==> config.mk <==
export PLATFORM = sky130hd
export DESIGN_NAME = rs_err_correct_pp
export DESIGN_NICKNAME = d
export VERILOG_FILES = /design/src/rtl/rs_err_correct_pp.sv
export SDC_FILE = /design/constraint.sdc
export NUM_CORES = 1
export LEC_CHECK = 0
export CORE_AREA = 2 2 183 185
export CTS_CLUSTER_SIZE = 30
export DETAILED_ROUTE_END_ITERATION = 10
export DIE_AREA = 0 0 185 187
export PLACE_DENSITY = 0.81
export SLEW_MARGIN = 5
export SYNTH_ARGS = -nofsm -noshare
export SYNTH_HDL_FRONTEND = slang
export SYNTH_SLANG_ARGS = --single-unit
==> constraint.sdc <==
create_clock -name clk -period 23.1 [get_ports clk]
set_clock_uncertainty 0.1 [all_clocks]
set_input_delay 4.62 -clock clk [delete_from_list [all_inputs] [get_ports clk]]
set_output_delay 4.62 -clock clk [all_outputs]
set_load 0.005 [all_outputs]
==> src/rtl/rs_err_correct_pp.sv <==
// Reed-Solomon error-correction stage with a ping-pong symbol buffer.
// Optional statistics counters are enabled by defining RS_CORR_STAT_EN.
module rs_err_correct_pp #(
  parameter int SYM_BW = 8,
  parameter int N_NUM  = 16,
  parameter int T_NUM  = 4,
  parameter int IDX_BW = 8
) (
  input  logic                     clk,
  input  logic                     rst,
  input  logic                     in_vld,
  output logic                     in_rdy,
  input  logic [SYM_BW-1:0]        in_sym,
  input  logic                     err_vld,
  output logic                     err_rdy,
  input  logic [IDX_BW-1:0]        err_num,
  input  logic [IDX_BW*T_NUM-1:0]  err_loc,
  input  logic [SYM_BW*T_NUM-1:0]  err_val,
  input  logic                     dec_fail,
  output logic                     out_vld,
  input  logic                     out_rdy,
  output logic [SYM_BW-1:0]        out_sym,
  output logic [IDX_BW-1:0]        out_idx,
  output logic                     out_sop,
  output logic                     out_eop,
  output logic                     out_fail
`ifdef RS_CORR_STAT_EN
  ,
  output logic [15:0]              corr_cnt,
  output logic [15:0]              fail_cnt
`endif
);

  localparam int                AW    = $clog2(N_NUM);
  localparam logic [IDX_BW-1:0] LAST  = IDX_BW'(N_NUM - 1);
  localparam logic [IDX_BW-1:0] T_MAX = IDX_BW'(T_NUM);

  typedef enum logic [2:0] {EMPTY, FILL, WAIT_ERR, READY, DRAIN} bank_st_t;

  typedef struct packed {
    logic [IDX_BW*T_NUM-1:0] loc;
    logic [SYM_BW*T_NUM-1:0] val;
    logic [IDX_BW-1:0]       num;
    logic                    fail;
  } desc_t;

  bank_st_t          st   [2];
  desc_t             desc [2];
  logic [SYM_BW-1:0] mem  [2][N_NUM];

  logic              wr_bank, err_bank, rd_bank;
  logic [IDX_BW-1:0] wr_idx, rd_idx;

  logic              s1_vld, s1_fail, s1_bank, s1_mod;
  logic [SYM_BW-1:0] s1_sym;
  logic [IDX_BW-1:0] s1_idx;
  logic              out_bank, out_mod;

  logic              en, fetch, hit, corr;
  logic [SYM_BW-1:0] hit_val;

  assign in_rdy  = !rst && (st[wr_bank] == EMPTY || st[wr_bank] == FILL);
  assign err_rdy = (st[err_bank] == WAIT_ERR);
  // Whole read pipeline stalls together, so a held output beat never changes.
  assign en      = !out_vld || out_rdy;
  assign fetch   = en && (st[rd_bank] == READY || st[rd_bank] == DRAIN);
  assign corr    = hit && !desc[rd_bank].fail;

  // NOTE: defaults first in always_comb so no path leaves a latch behind.
  always_comb begin
    hit     = 1'b0;
    hit_val = '0;
    // Descending scan: the lowest matching entry is written last and wins.
    for (int k = T_NUM - 1; k >= 0; k--) begin
      if (IDX_BW'(k) < desc[rd_bank].num &&
          desc[rd_bank].loc[k*IDX_BW +: IDX_BW] == rd_idx) begin
        hit     = 1'b1;
        hit_val = desc[rd_bank].val[k*SYM_BW +: SYM_BW];
      end
    end
  end

  // NOTE: the symbol store has no reset; every slot is written before it is read.
  always_ff @(posedge clk) begin
    if (in_vld && in_rdy) mem[wr_bank][wr_idx[AW-1:0]] <= in_sym;
  end

  // NOTE: all state here uses non-blocking assignment so same-edge reads see old values.
  always_ff @(posedge clk or posedge rst) begin
    if (rst) begin
      st       <= '{EMPTY, EMPTY};
      desc     <= '{'0, '0};
      wr_bank  <= 1'b0;
      err_bank <= 1'b0;
      rd_bank  <= 1'b0;
      wr_idx   <= '0;
      rd_idx   <= '0;
      s1_vld   <= 1'b0;
      s1_sym   <= '0;
      s1_idx   <= '0;
      s1_fail  <= 1'b0;
      s1_bank  <= 1'b0;
      s1_mod   <= 1'b0;
      out_vld  <= 1'b0;
      out_sym  <= '0;
      out_idx  <= '0;
      out_sop  <= 1'b0;
      out_eop  <= 1'b0;
      out_fail <= 1'b0;
      out_bank <= 1'b0;
      out_mod  <= 1'b0;
    end else begin
      if (in_vld && in_rdy) begin
        if (wr_idx == LAST) begin
          st[wr_bank] <= WAIT_ERR;
          wr_idx      <= '0;
          wr_bank     <= ~wr_bank;
        end else begin
          st[wr_bank] <= FILL;
          wr_idx      <= wr_idx + 1'b1;
        end
      end

      if (err_vld && err_rdy) begin
        desc[err_bank] <= '{loc:  err_loc,
                            val:  err_val,
                            num:  (err_num > T_MAX) ? T_MAX : err_num,
                            fail: dec_fail};
        st[err_bank]   <= READY;
        err_bank       <= ~err_bank;
      end

      if (en) begin
        out_vld  <= s1_vld;
        out_sym  <= s1_sym;
        out_idx  <= s1_idx;
        out_sop  <= s1_vld && (s1_idx == '0);
        out_eop  <= s1_vld && (s1_idx == LAST);
        out_fail <= s1_fail;
        out_bank <= s1_bank;
        out_mod  <= s1_mod;
        s1_vld   <= fetch;
        if (fetch) begin
          s1_sym      <= mem[rd_bank][rd_idx[AW-1:0]] ^ (corr ? hit_val : '0);
          s1_idx      <= rd_idx;
          s1_fail     <= desc[rd_bank].fail;
          s1_bank     <= rd_bank;
          s1_mod      <= corr && (hit_val != '0);
          st[rd_bank] <= DRAIN;
          if (rd_idx == LAST) begin
            rd_idx  <= '0;
            rd_bank <= ~rd_bank;
          end else begin
            rd_idx  <= rd_idx + 1'b1;
          end
        end
      end

      // Bank is released only once its last beat has left the output register.
      if (out_vld && out_rdy && out_eop) st[out_bank] <= EMPTY;
    end
  end

`ifdef RS_CORR_STAT_EN
  always_ff @(posedge clk or posedge rst) begin
    if (rst) begin
      corr_cnt <= '0;
      fail_cnt <= '0;
    end else if (out_vld && out_rdy) begin
      if (out_mod && corr_cnt != 16'hFFFF)              corr_cnt <= corr_cnt + 16'd1;
      if (out_eop && out_fail && fail_cnt != 16'hFFFF)  fail_cnt <= fail_cnt + 16'd1;
    end
  end
`else
  logic unused_mod;
  assign unused_mod = out_mod;
`endif

endmodule

==> results.md <==
* Status: completed
* Post-Synth Simple-Gate Area at 6.46%
* Antenna violations before repair at 0
* Post-synth top cells: edfxtp_1, dfrtp_1, mux2_2
* Max-slew headroom at 14.8%
* Post-route ant nets at 0
* Setup-failing EPs final at 0
* Area contributors post-synth: edfxtp_1, dfrtp_1, mux2_2, mux4_2, mux2i_1
* Number of cells produced by synthesis at 1265
* Final WL at 42400 um
* YS warnings at 0
* Post-route core utilization at 68.7%
* PortBufs at 107
* Core area at 32900 um2
* First-pass GRT wire length at 66200 um
* HP Class: flop to flop
* Startpoint Class: primary input
* Critical Path RT at 18380 ps
* Sw Ratio at 30.5%
* Synth Cell Area at 19700 um2
* Post-CTS setup buffers at 0
* GP Congestion at 0.821
* CTS tree: done
* Worst vdd ir at 73.7 uV
* Seq pwr share at 42.6%
* Slew of the pin with the lowest slew margin at 1270 ps
* Max_cap viols at 0
* P_int at 1.65 mW
* Die X at 185 um
* Vias at 11300
* CP max FO at 3
* RSZ-0062 raised after global routing: no
* Unique masters post-synth at 62
* Syn_area_per_cell at 15.6 um2
* Critical path endpoint category: primary output
* Final min period at 10590 ps
* H-tree levels at 2
* Root buffer cell: clkbuf_16
* Peak Freq at 94.5 MHz
* Slew Limit Fails at 0
* Row cnt at 67
* Static leakage at 8.87 nW
* Comb pwr share at 27.0%
* Clk buf depth at 3
* Fin. Hold Viols at 0
* Largest family of logic cells by synthesized area: multiplexers
* Post-DP HPWL at 27200 um
* Clock network power share at 30.4%
* Total power draw at 2.37 mW
* Critical path class: primary input to primary output
* Worst path arrival time at 5870 ps
* Initial Util at 60.0%
* Setup TNS at 0 ps
* Fraction of registers with async set/reset at 45.2%
* GRT Total Usage at 25.1%
* Net count, final at 1452
* Post-synth top area share at 39.0%
* Cts hold-fix bufs at 0
* Post-synth top area cell: edfxtp_1
* # diodes at 0
* Count leader, synth: edfxtp_1
* Die H at 187 um
* Clock Sinks at 467
* Syn-to-layout area delta at 14.4%
* Multiplexer share of the synthesized area at 19.3%
* Ys flop type: edfxtp_1
* Clock transition at path regs at 60 ps
* Boundary pin count at 108
* FF+latch count, synth at 467
* Worst skew pair latency at 570 ps
* Xor and xnor area share after synthesis at 2.00%
* Total gr overflow at 0
* Number of synthesized flops with an enable pin at 256
* Vias per inst at 6.10
* TritonCTS buffer count at 47
* DIE AREA at 34600 um2
* Initial DRC count at 983
* Period Utilization, post-route at 45.8%
* Layout cells sized above 1 at 21.6%
* Syn nets at 1356
* WL/cell at 23.0 um
* First-pass DRT Iterations at 6
* Residual DRC at 0
* Largest net degree at the start of global routing at 143
* Psw at 721 uW
* Adder-cell area share of the yosys netlist at 0.317%
* Seq/Total Area, Yosys at 65.7%
* Synth Area in Compound Gates at 4.15%
* Post_cts resized at 0
* Vias in the first global route at 11600
* Pwr/cell area at 105 nW/um2
-- cell type report --
type | instances | area [um2]
sequential | 467 | 13000
fill | 2190 | 10300
multi-input combinational | 722 | 6380
clock buffer | 66 | 1320
timing repair buffer | 118 | 1160
tap | 448 | 561
clock inverter | 18 | 149
inverter | 5 | 26.3
-- worst max-delay path, stage by stage --
cell and delay, ps:
clkdlybuf4s50_1 520, nor2_1 200, clkdlybuf4s50_1 520
-- power by group through the flow --
| stage | Clock (mW) | Combinational, mW | Sequential (mW) |
|---|---|---|---|
| 2_1_floorplan | 0 | 0.477 | 0.983 |
| 3_3_place_gp | 0 | 0.616 | 1.02 |
| 3_5_place_dp | 0 | 0.633 | 1.02 |
| 4_1_cts | 0.728 | 0.639 | 1.01 |
| 5_1_grt | 0.762 | 0.685 | 1.02 |
| 6_report | 0.719 | 0.640 | 1.01 |
-- metal layers --
metal	track usage, %	up-vias	part of all wire, %
met4	6.90	0	2.1
li1	-	4967	-
met2	40.8	444	49
met1	35.4	5774	41
met5	0	-	0
met3	4.24	69	7.3
-- state kept, by name, summed over array words and instances, names as in the netlist, 6 cells and up --
| signal | count |
|---|---|
| mem | 256 |
| s1_idx | 8 |
| out_idx | 8 |
| out_sym | 8 |
| st | 6 |
| rd_idx | 8 |
| s1_sym | 8 |
| wr_idx | 8 |
| desc | 146 |
-- per-stage QoR --
stage | setup slack (ps) | cell area [um2] | hold slack, ps | instances
floorplan | 12610 | 19700 | 344 | 1265
global placement | 12520 | 21100 | 355 | 1760
detailed placement | 12520 | 21100 | 356 | 1760
CTS | 12510 | 22600 | 369 | 1844
global route | 12440 | 22600 | 387 | 1844
finish | 12510 | 22600 | 365 | 1844
-- cells in the final DEF (no fill, tap or decap), types with 5 or more instances in the layout --
cell,n
clkinv_1,6
nand2_1,117
o21ai_0,25
nor2b_1,6
dfrtp_1,209
ha_1,5
mux2_2,144
a221oi_1,12
or3_1,7
mux4_2,60
clkinv_2,6
o21a_1,5
clkbuf_8,7
edfxtp_1,256
and2_1,13
mux2i_1,84
nor2_1,60
clkbuf_16,47
nand3_1,10
a21oi_1,24
xor2_1,8
a41oi_1,5
nor4_1,6
nor3_1,10
clkbuf_1,12
a31oi_1,7
xnor2_1,37
clkdlybuf4s50_1,106
o31ai_1,5
buf_4,10
and3_1,7
-- path summary, 6_finish.rpt --
check | startpoint | end | slack [ps] | cells after the start
min reg2reg | out_sym[7] | out_sym[7] | 370 | 2
min | out_sym[7] | out_sym[7] | 370 | 2
max reg2reg | rd_bank | s1_sym[6] | 18060 | 9
max | rst | in_rdy | 12510 | 3
min in group asynchronous | rst | out_sym[5] | 4630 | 2
max in group asynchronous | rst | desc[55] | 16760 | 3
-- kinds of logic (layout without fill, tap and decap cells) --
group | Yosys count | count (layout)
multiplexers | 288 | 288
AND/OR/NAND/NOR | 267 | 267
adder cells (fa/ha/maj) | 5 | 5
flip-flops | 467 | 467
AO/OA/AOI/OAI | 117 | 117
buffers and inverters | 76 | 207
XOR/XNOR | 45 | 45
Note: power is estimated with default switching activity, not from simulation.
